==> src/rtl/unary_stream_encoder.sv <==
// Serialises a binary count into an evenly spread unary bitstream of INPUT_WIDTH bits.
// Each prefix of the stream holds floor(k*val/INPUT_WIDTH) ones.
module unary_stream_encoder #(
    parameter int INPUT_WIDTH = 32,
    parameter int COUNT_WIDTH = $clog2(INPUT_WIDTH + 1)
) (
    input  logic                   clk,
    input  logic                   reset,
    input  logic [COUNT_WIDTH-1:0] value_in,
    input  logic                   load,
    input  logic                   stall,
    output logic                   busy,
    output logic                   bit_out,
    output logic                   bit_valid,
    output logic                   done
);

    typedef enum logic {
        IDLE,
        STREAM
    } state_t;

    localparam int ACC_WIDTH = COUNT_WIDTH + 1;
    localparam logic [COUNT_WIDTH-1:0] MAX_VAL   = COUNT_WIDTH'(INPUT_WIDTH);
    localparam logic [COUNT_WIDTH-1:0] LAST_IDX  = COUNT_WIDTH'(INPUT_WIDTH - 1);
    localparam logic [ACC_WIDTH-1:0]   WIDTH_EXT = ACC_WIDTH'(INPUT_WIDTH);

    state_t                 state;
    logic [COUNT_WIDTH-1:0] val;
    logic [ACC_WIDTH-1:0]   acc;
    logic [COUNT_WIDTH-1:0] emit_cnt;

    logic [COUNT_WIDTH-1:0] sat_val;
    logic [ACC_WIDTH-1:0]   sum;
    logic                   hit;
    logic [ACC_WIDTH-1:0]   acc_next;
    logic                   last_bit;

    // The extra accumulator bit keeps acc + val exact, so the threshold
    // compare never sees a wrapped sum.
    always_comb begin
        sat_val  = (value_in > MAX_VAL) ? MAX_VAL : value_in;
        sum      = acc + {1'b0, val};
        hit      = (sum >= WIDTH_EXT);
        acc_next = hit ? (sum - WIDTH_EXT) : sum;
        last_bit = (emit_cnt == LAST_IDX);
    end

    always_ff @(posedge clk or negedge reset) begin
        if (!reset) begin
            state     <= IDLE;
            val       <= '0;
            acc       <= '0;
            emit_cnt  <= '0;
            bit_out   <= 1'b0;
            bit_valid <= 1'b0;
            done      <= 1'b0;
        end else begin
            case (state)
                IDLE: begin
                    bit_out   <= 1'b0;
                    bit_valid <= 1'b0;
                    done      <= 1'b0;
                    if (load) begin
                        val      <= sat_val;
                        acc      <= '0;
                        emit_cnt <= '0;
                        state    <= STREAM;
                    end
                end
                STREAM: begin
                    if (stall) begin
                        bit_out   <= 1'b0;
                        bit_valid <= 1'b0;
                        done      <= 1'b0;
                    end else begin
                        bit_out   <= hit;
                        acc       <= acc_next;
                        bit_valid <= 1'b1;
                        emit_cnt  <= emit_cnt + 1'b1;
                        done      <= last_bit;
                        // Leaving on the final bit lets a load in the done cycle be accepted.
                        if (last_bit) begin
                            state <= IDLE;
                        end
                    end
                end
                default: begin
                    state <= IDLE;
                end
            endcase
        end
    end

    assign busy = (state == STREAM);

endmodule

==> config.mk <==
export PLATFORM = sky130hd
export DESIGN_NAME = unary_stream_encoder
export DESIGN_NICKNAME = d
export VERILOG_FILES = /design/src/rtl/unary_stream_encoder.sv
export SDC_FILE = /design/constraint.sdc
export NUM_CORES = 1
export LEC_CHECK = 0
export BUFFER_PORTS_ARGS = -buffer_cell sky130_fd_sc_hd__buf_2
export CAP_MARGIN = 20
export CORE_UTILIZATION = 35
export CTS_CLUSTER_DIAMETER = 40
export CTS_CLUSTER_SIZE = 28
export DETAILED_ROUTE_END_ITERATION = 10
export GPL_TIMING_DRIVEN = 1
export PLACE_DENSITY = 0.54
export SYNTH_ARGS = -nofsm -noshare
export SYNTH_HDL_FRONTEND = slang
export SYNTH_SLANG_ARGS = --single-unit
==> constraint.sdc <==
create_clock -name clk -period 5 [get_ports clk]
set_clock_uncertainty 0.05 [all_clocks]
set_input_delay 0.25 -clock clk [delete_from_list [all_inputs] [get_ports clk]]
set_output_delay 0.25 -clock clk [all_outputs]
set_load 0.005 [all_outputs]
Word level (Yosys, flattened, before mapping) --
Cells that the tools add are included.
Storage, ports and cells: input bits 10, logic and storage cells 36, output and inout bits 4, bits in registers 23
Cells by class: equal/unequal tests 3, bitwise gates (word level) 1, order comparisons 2, reduce and logical (&&, ||, !) cells 2, add/subtract/negate cells 3, multiplexer cells 18
Operators by type and width (number):
- $mux 7 | 3
- $mux 6 | 3
- $pmux 7 s2 | 1
- $pmux 6 s2 | 1
- $pmux 1 s2 | 4
- $add 7x6->7 | 1
- $ge 7x6->1 const B | 1
- $sub 7x6->7 const B | 1
- $add 6x1->6 const B | 1
- $eq 6x5->1 const B | 1
- $gt 6x6->1 const B | 1
- $mux 1 | 6
- $ne 2x2->1 const B | 2
- $reduce_and 2->1 | 2
- $not 1->1 | 1

Logic depth before layout (Yosys ltp) --
depth in word-level cells 5, gate-level depth with buffers 10, gate-level depth less buffers 10

Least setup slack after synthesis --
Ideal clock, no wire load.
path kind reg2reg, from register val[0], to register bit_out, path buffers 0, arrival 2.323 ns, library setup time 0.120 ns, path slack 2.507 ns, cell stages (with the launch flop) 10, path through dfrtp_1 -> ha_1 -> fa_1 -> a21o_1 -> a221oi_2 -> xor2_1 -> ha_1 -> inv_1 -> or2_2 -> and3_2
Between the ends: cells in the longest elaborated chain, start to end 4
RTL lines:
- from (decl) | RTL line 29 | logic [COUNT_WIDTH-1:0] val;
- from (signal assigned) | RTL line 65 | val <= sat_val;
- $add 7x6->7 | RTL line 43 | sum = acc + {1'b0, val};
- $ge 7x6->1 | RTL line 44 | hit = (sum >= WIDTH_EXT);
- $mux 1 | RTL line 72 | if (stall) begin
- $pmux 1 s2 | RTL line 59 | case (state)
- to (signal assigned) | RTL line 77 | bit_out <= hit;
- to (decl) | RTL line 13 | output logic bit_out,
Every way passes these cells. A chain may end at the register's enable or synchronous reset.

Worst setup path in the final report --
from register val[0], to register acc[6]
Between the ends: cells in the longest elaborated chain, start to end 5
RTL lines:
- $add 7x6->7 * | RTL line 43
- $sub 7x6->7 or $ge 7x6->1 (tied branches) | RTL line 45, 44
- $mux 7 * | RTL line 45 | acc_next = hit ? (sum - WIDTH_EXT) : sum;
- $mux 7 * | RTL line 72
- $pmux 7 s2 * | RTL line 59
- to (signal assigned) | RTL line 78 | acc <= acc_next;
- to (decl) | RTL line 30 | logic [ACC_WIDTH-1:0] acc;
Mark *: on every way between the ends. The rest lies on a longest branch, timed or not. The select of a mux whose other input is x is not followed.

==> results.md <==
- Die Outline Area: 3680 um2
- WL/cell: 12.4 um
- Post-Synthesis Cells: 114
- Clk Latency, worst-skew pair: 0.30 ns
- Clock tree from TritonCTS: built
- Total I/O pin count: 14
- Pin count of the biggest net entering global routing: 24
- Synth Warn #: 0
- Power density normalized to cell area: 465 nW/um2
- Global-route wire length before repair: 3.78 mm
- Clock buffer count from CTS: 3
- Detailed-router iteration count before antenna repair: 3
- Antenna violations before repair: 0
- End of the worst register-to-register path: acc[6]$_DFFE_PN0P_
- Gpl congestion: 0.728
- Pin slew with the least headroom to its limit: 0.752 ns
- Area Overhead vs Synth: 12.1%
- Run status: complete, no violations
- Die boundary width: 60.6 um
- Critical Path, Cell by Cell: ha_1 -> fa_1 -> a21o_1 -> a221oi_2 -> xor2_1 -> ha_1 -> inv_1 -> or2_2 -> o21ai_1 -> a31o_1
- Kind of start point of the critical path: register
- Unrepaired setup endpoints after global routing: no
- Total global-route track usage: 0.141
- # Max-Cap Violations: 0
- Critical Path Sink Type: register
- Yosys reg bits: 23
- Pleak: 0.646 nW
- Reg2Reg Depth: 10
- Dominant register cell in the synthesized netlist: sky130_fd_sc_hd__dfrtp_1
- Fin Setup TNS: 0 ns
- Min-delay worst type: primary input to register
- CTS Buffer Depth: 2
- Cell count after placement: 168
- Via Count: 832
- Max-slew violation count: 0
- Cell at the root of the clock tree: sky130_fd_sc_hd__clkbuf_4
- Vias in the first global route: 815
- Cell repeated most along the worst path: sky130_fd_sc_hd__ha_1
- Tcrit/Tclk final: 0.535
- Multi-input gate area in the final layout: 602 um2
- Area of placed instances: 1310 um2
- Critical Path RT: 5.20 ns
- Peak supply drop: 0.175 mV
- Overall routed net length: 2.14 mm
- Port Buffer Count: 13
- Total Nets Final: 149
- Antenna Cells: 0
- Number of nets in the synthesized netlist: 133
- Detail-routed via count per cell: 4.81
- Slowest library cell on the worst path: sky130_fd_sc_hd__dfrtp_1
- Grt ovf: 0
- Relative slew margins: 0.497
- Level count of the clock H-tree: 1
- Fraction of layout cells with a size suffix above 1: 0.171
- Number of inserted filler cells in the final layout: 326
- Post-route cell area: 1350 um2
- Starting density of the core: 0.382
- Number of remaining DRC errors: 0
- Die Height: 60.6 um
- Iteration-0 DRC Markers: 11
- Number of sinks handled by clock tree synthesis: 23
- Slowest Stage Delay on Critical Path: 0.40 ns
- Distinct cell type count after synthesis: 31
- Final critical delay including setup and external delays: 2.67 ns
- Residual antenna-violating net count after detailed routing: 0
- Post-Synthesis Mean Instance Area: 10.6 um2
- Worst Setup Slack post-DPL: 2.37 ns
- Worst-path fanout max: 3
- Worst hold path startpoint: value_in[1]
- HPWL after DPL: 1.58 mm
- Proportion of synthesized flip-flops having asynchronous set or reset: 1.00
- Worst-case setup margin in the final layout: 2.33 ns
- Worst flop-to-flop path startpoint: val[0]$_DFFE_PN0P_
- Post-synth EDFFs: 0
- Setup slack of the worst register-to-register path: 2.33 ns
- Number of endpoints with negative hold slack in the final report: 0
- End point of the worst hold path: val[1]$_DFFE_PN0P_
- Non-Filler Instances: 173
- Final count of negative-setup-slack endpoints: 0
- WS Path Type: register to register
- Core region area: 3150 um2
- Register cell area after layout: 576 um2
- Max frequency: 374 MHz
- Signal arrival time at the worst endpoint: 2.88 ns
- Number of rows created at floorplan: 20
- Area of the mapped netlist: 1200 um2
- Instance count along the most critical hold path: 3
- Post-CTS Setup Inserts: 0
- Clock Pin Slew Worst Setup and Hold Paths: 0.12 ns
- Sequential cell area fraction in the yosys report: 0.478
==> worst max-delay path: cells and delay by family (launching register included) <==
family / cells / cell delay [ns]
XOR/XNOR: 1 / 0.22
adder cells (fa/ha/maj): 3 / 0.89
buffers and inverters: 1 / 0.05
AO/OA/AOI/OAI: 4 / 0.70
AND/OR/NAND/NOR: 1 / 0.31
flip-flops: 1 / 0.40
==> flip-flops by register name (all words and copies together), names as in the netlist <==
name	cells
acc	7
emit_cnt	6
val	6
bit_out	1
bit_valid	1
busy	1
done	1
==> synth_stat cells (all sizes together), types with 2 or more instances <==
cell / n / area, um2
nand2: 12 / 45.0
o21ai: 12 / 60.1
xnor2: 2 / 25.0
xor2: 4 / 35.0
nand3: 2 / 10.0
nand4: 3 / 18.8
a21oi: 4 / 20.0
dfrtp: 23 / 576
nor3b: 2 / 15.0
a22o: 7 / 61.3
and3: 2 / 13.8
nor2: 6 / 22.5
inv: 4 / 15.0
a21o: 2 / 15.0
nand2b: 7 / 43.8
clkbuf: 3 / 11.3
ha: 8 / 100
==> worst max-delay path by stage <==
stage	from	cells past startpoint	slack, ns	end
after floorplan	val[0]$_DFFE_PN0P_	9	2.51	bit_out$_DFF_PN0_
after global placement	val[0]$_DFFE_PN0P_	9	2.44	bit_out$_DFF_PN0_
after detailed placement	val[0]$_DFFE_PN0P_	9	2.37	bit_out$_DFF_PN0_
after CTS	val[0]$_DFFE_PN0P_	10	2.34	acc[6]$_DFFE_PN0P_
after global routing	val[0]$_DFFE_PN0P_	10	2.13	acc[6]$_DFFE_PN0P_
final	val[0]$_DFFE_PN0P_	10	2.33	acc[6]$_DFFE_PN0P_
==> timing repair <==
item	CTS	global route
resized for setup	0	0
hold buffers	1	0
hold endpoints to repair	23	0
==> cell usage in the layout (no fill, tap or decap), types with 2 or more instances in the layout <==
cell                       Yosys  routed
sky130_fd_sc_hd__dfrtp_1      23      23
sky130_fd_sc_hd__buf_2         0      13
sky130_fd_sc_hd__nand2_1      12      12
sky130_fd_sc_hd__o21ai_0      11      11
sky130_fd_sc_hd__ha_1          8       8
sky130_fd_sc_hd__nand2b_1      7       7
sky130_fd_sc_hd__a22o_1        7       7
sky130_fd_sc_hd__nor2_1        6       6
sky130_fd_sc_hd__a21oi_1       4       4
sky130_fd_sc_hd__inv_1         4       4
sky130_fd_sc_hd__xor2_1        4       4
sky130_fd_sc_hd__nand4_1       3       3
sky130_fd_sc_hd__clkbuf_4      0       3
sky130_fd_sc_hd__a21o_1        2       2
sky130_fd_sc_hd__nand3_1       2       2
sky130_fd_sc_hd__nor3b_1       2       2
==> logic make-up after synthesis <==
| family | Yosys count | share of synthesized area |
|---|---|---|
| compound gates | 31 | 0.188 |
| buf+inv | 7 | 0.0218 |
| fa+ha+maj | 9 | 0.0998 |
| xor+xnor | 6 | 0.0499 |
| flops | 23 | 0.478 |
| simple gates | 38 | 0.162 |
==> power by group <==
| part | total, mW | internal, mW | switching (mW) |
|---|---|---|---|
| Sequential | 0.272 | 0.234 | 0.0379 |
| Clock | 0.0868 | 0.0311 | 0.0557 |
| Combinational | 0.269 | 0.132 | 0.137 |
| Total | 0.628 | 0.397 | 0.231 |
==> through the flow <==
stage	hold slack [ns]	utilization	power (mW)
floorplan	-0.0956	-	0.487
global placement	0.202	0.416	0.535
global route	0.115	0.428	0.686
detailed placement	0.207	0.416	0.543
CTS	0.122	0.428	0.633
finish	0.130	0.428	0.628
==> metal layers <==
| layer | share of wire | vias to the layer above | global-route usage | wire length [um] |
|---|---|---|---|---|
| li1 | - | 435 | - | - |
| met1 | 0.55 | 384 | 0.208 | 1170 |
| met2 | 0.42 | 11 | 0.207 | 896 |
| met3 | 0.025 | 2 | 0.0192 | 53 |
| met4 | 0.0084 | 0 | 0.0584 | 18 |
| met5 | 0 | - | 0 | 0 |
==> final cells by class <==
class / instances / area share
clock buffer: 4 / 0.0195
inverter: 4 / 0.0111
multi-input combinational: 84 / 0.446
sequential: 23 / 0.427
tap: 44 / 0.0408
timing repair buffer: 14 / 0.0557
(Power assumes the default switching activity.)
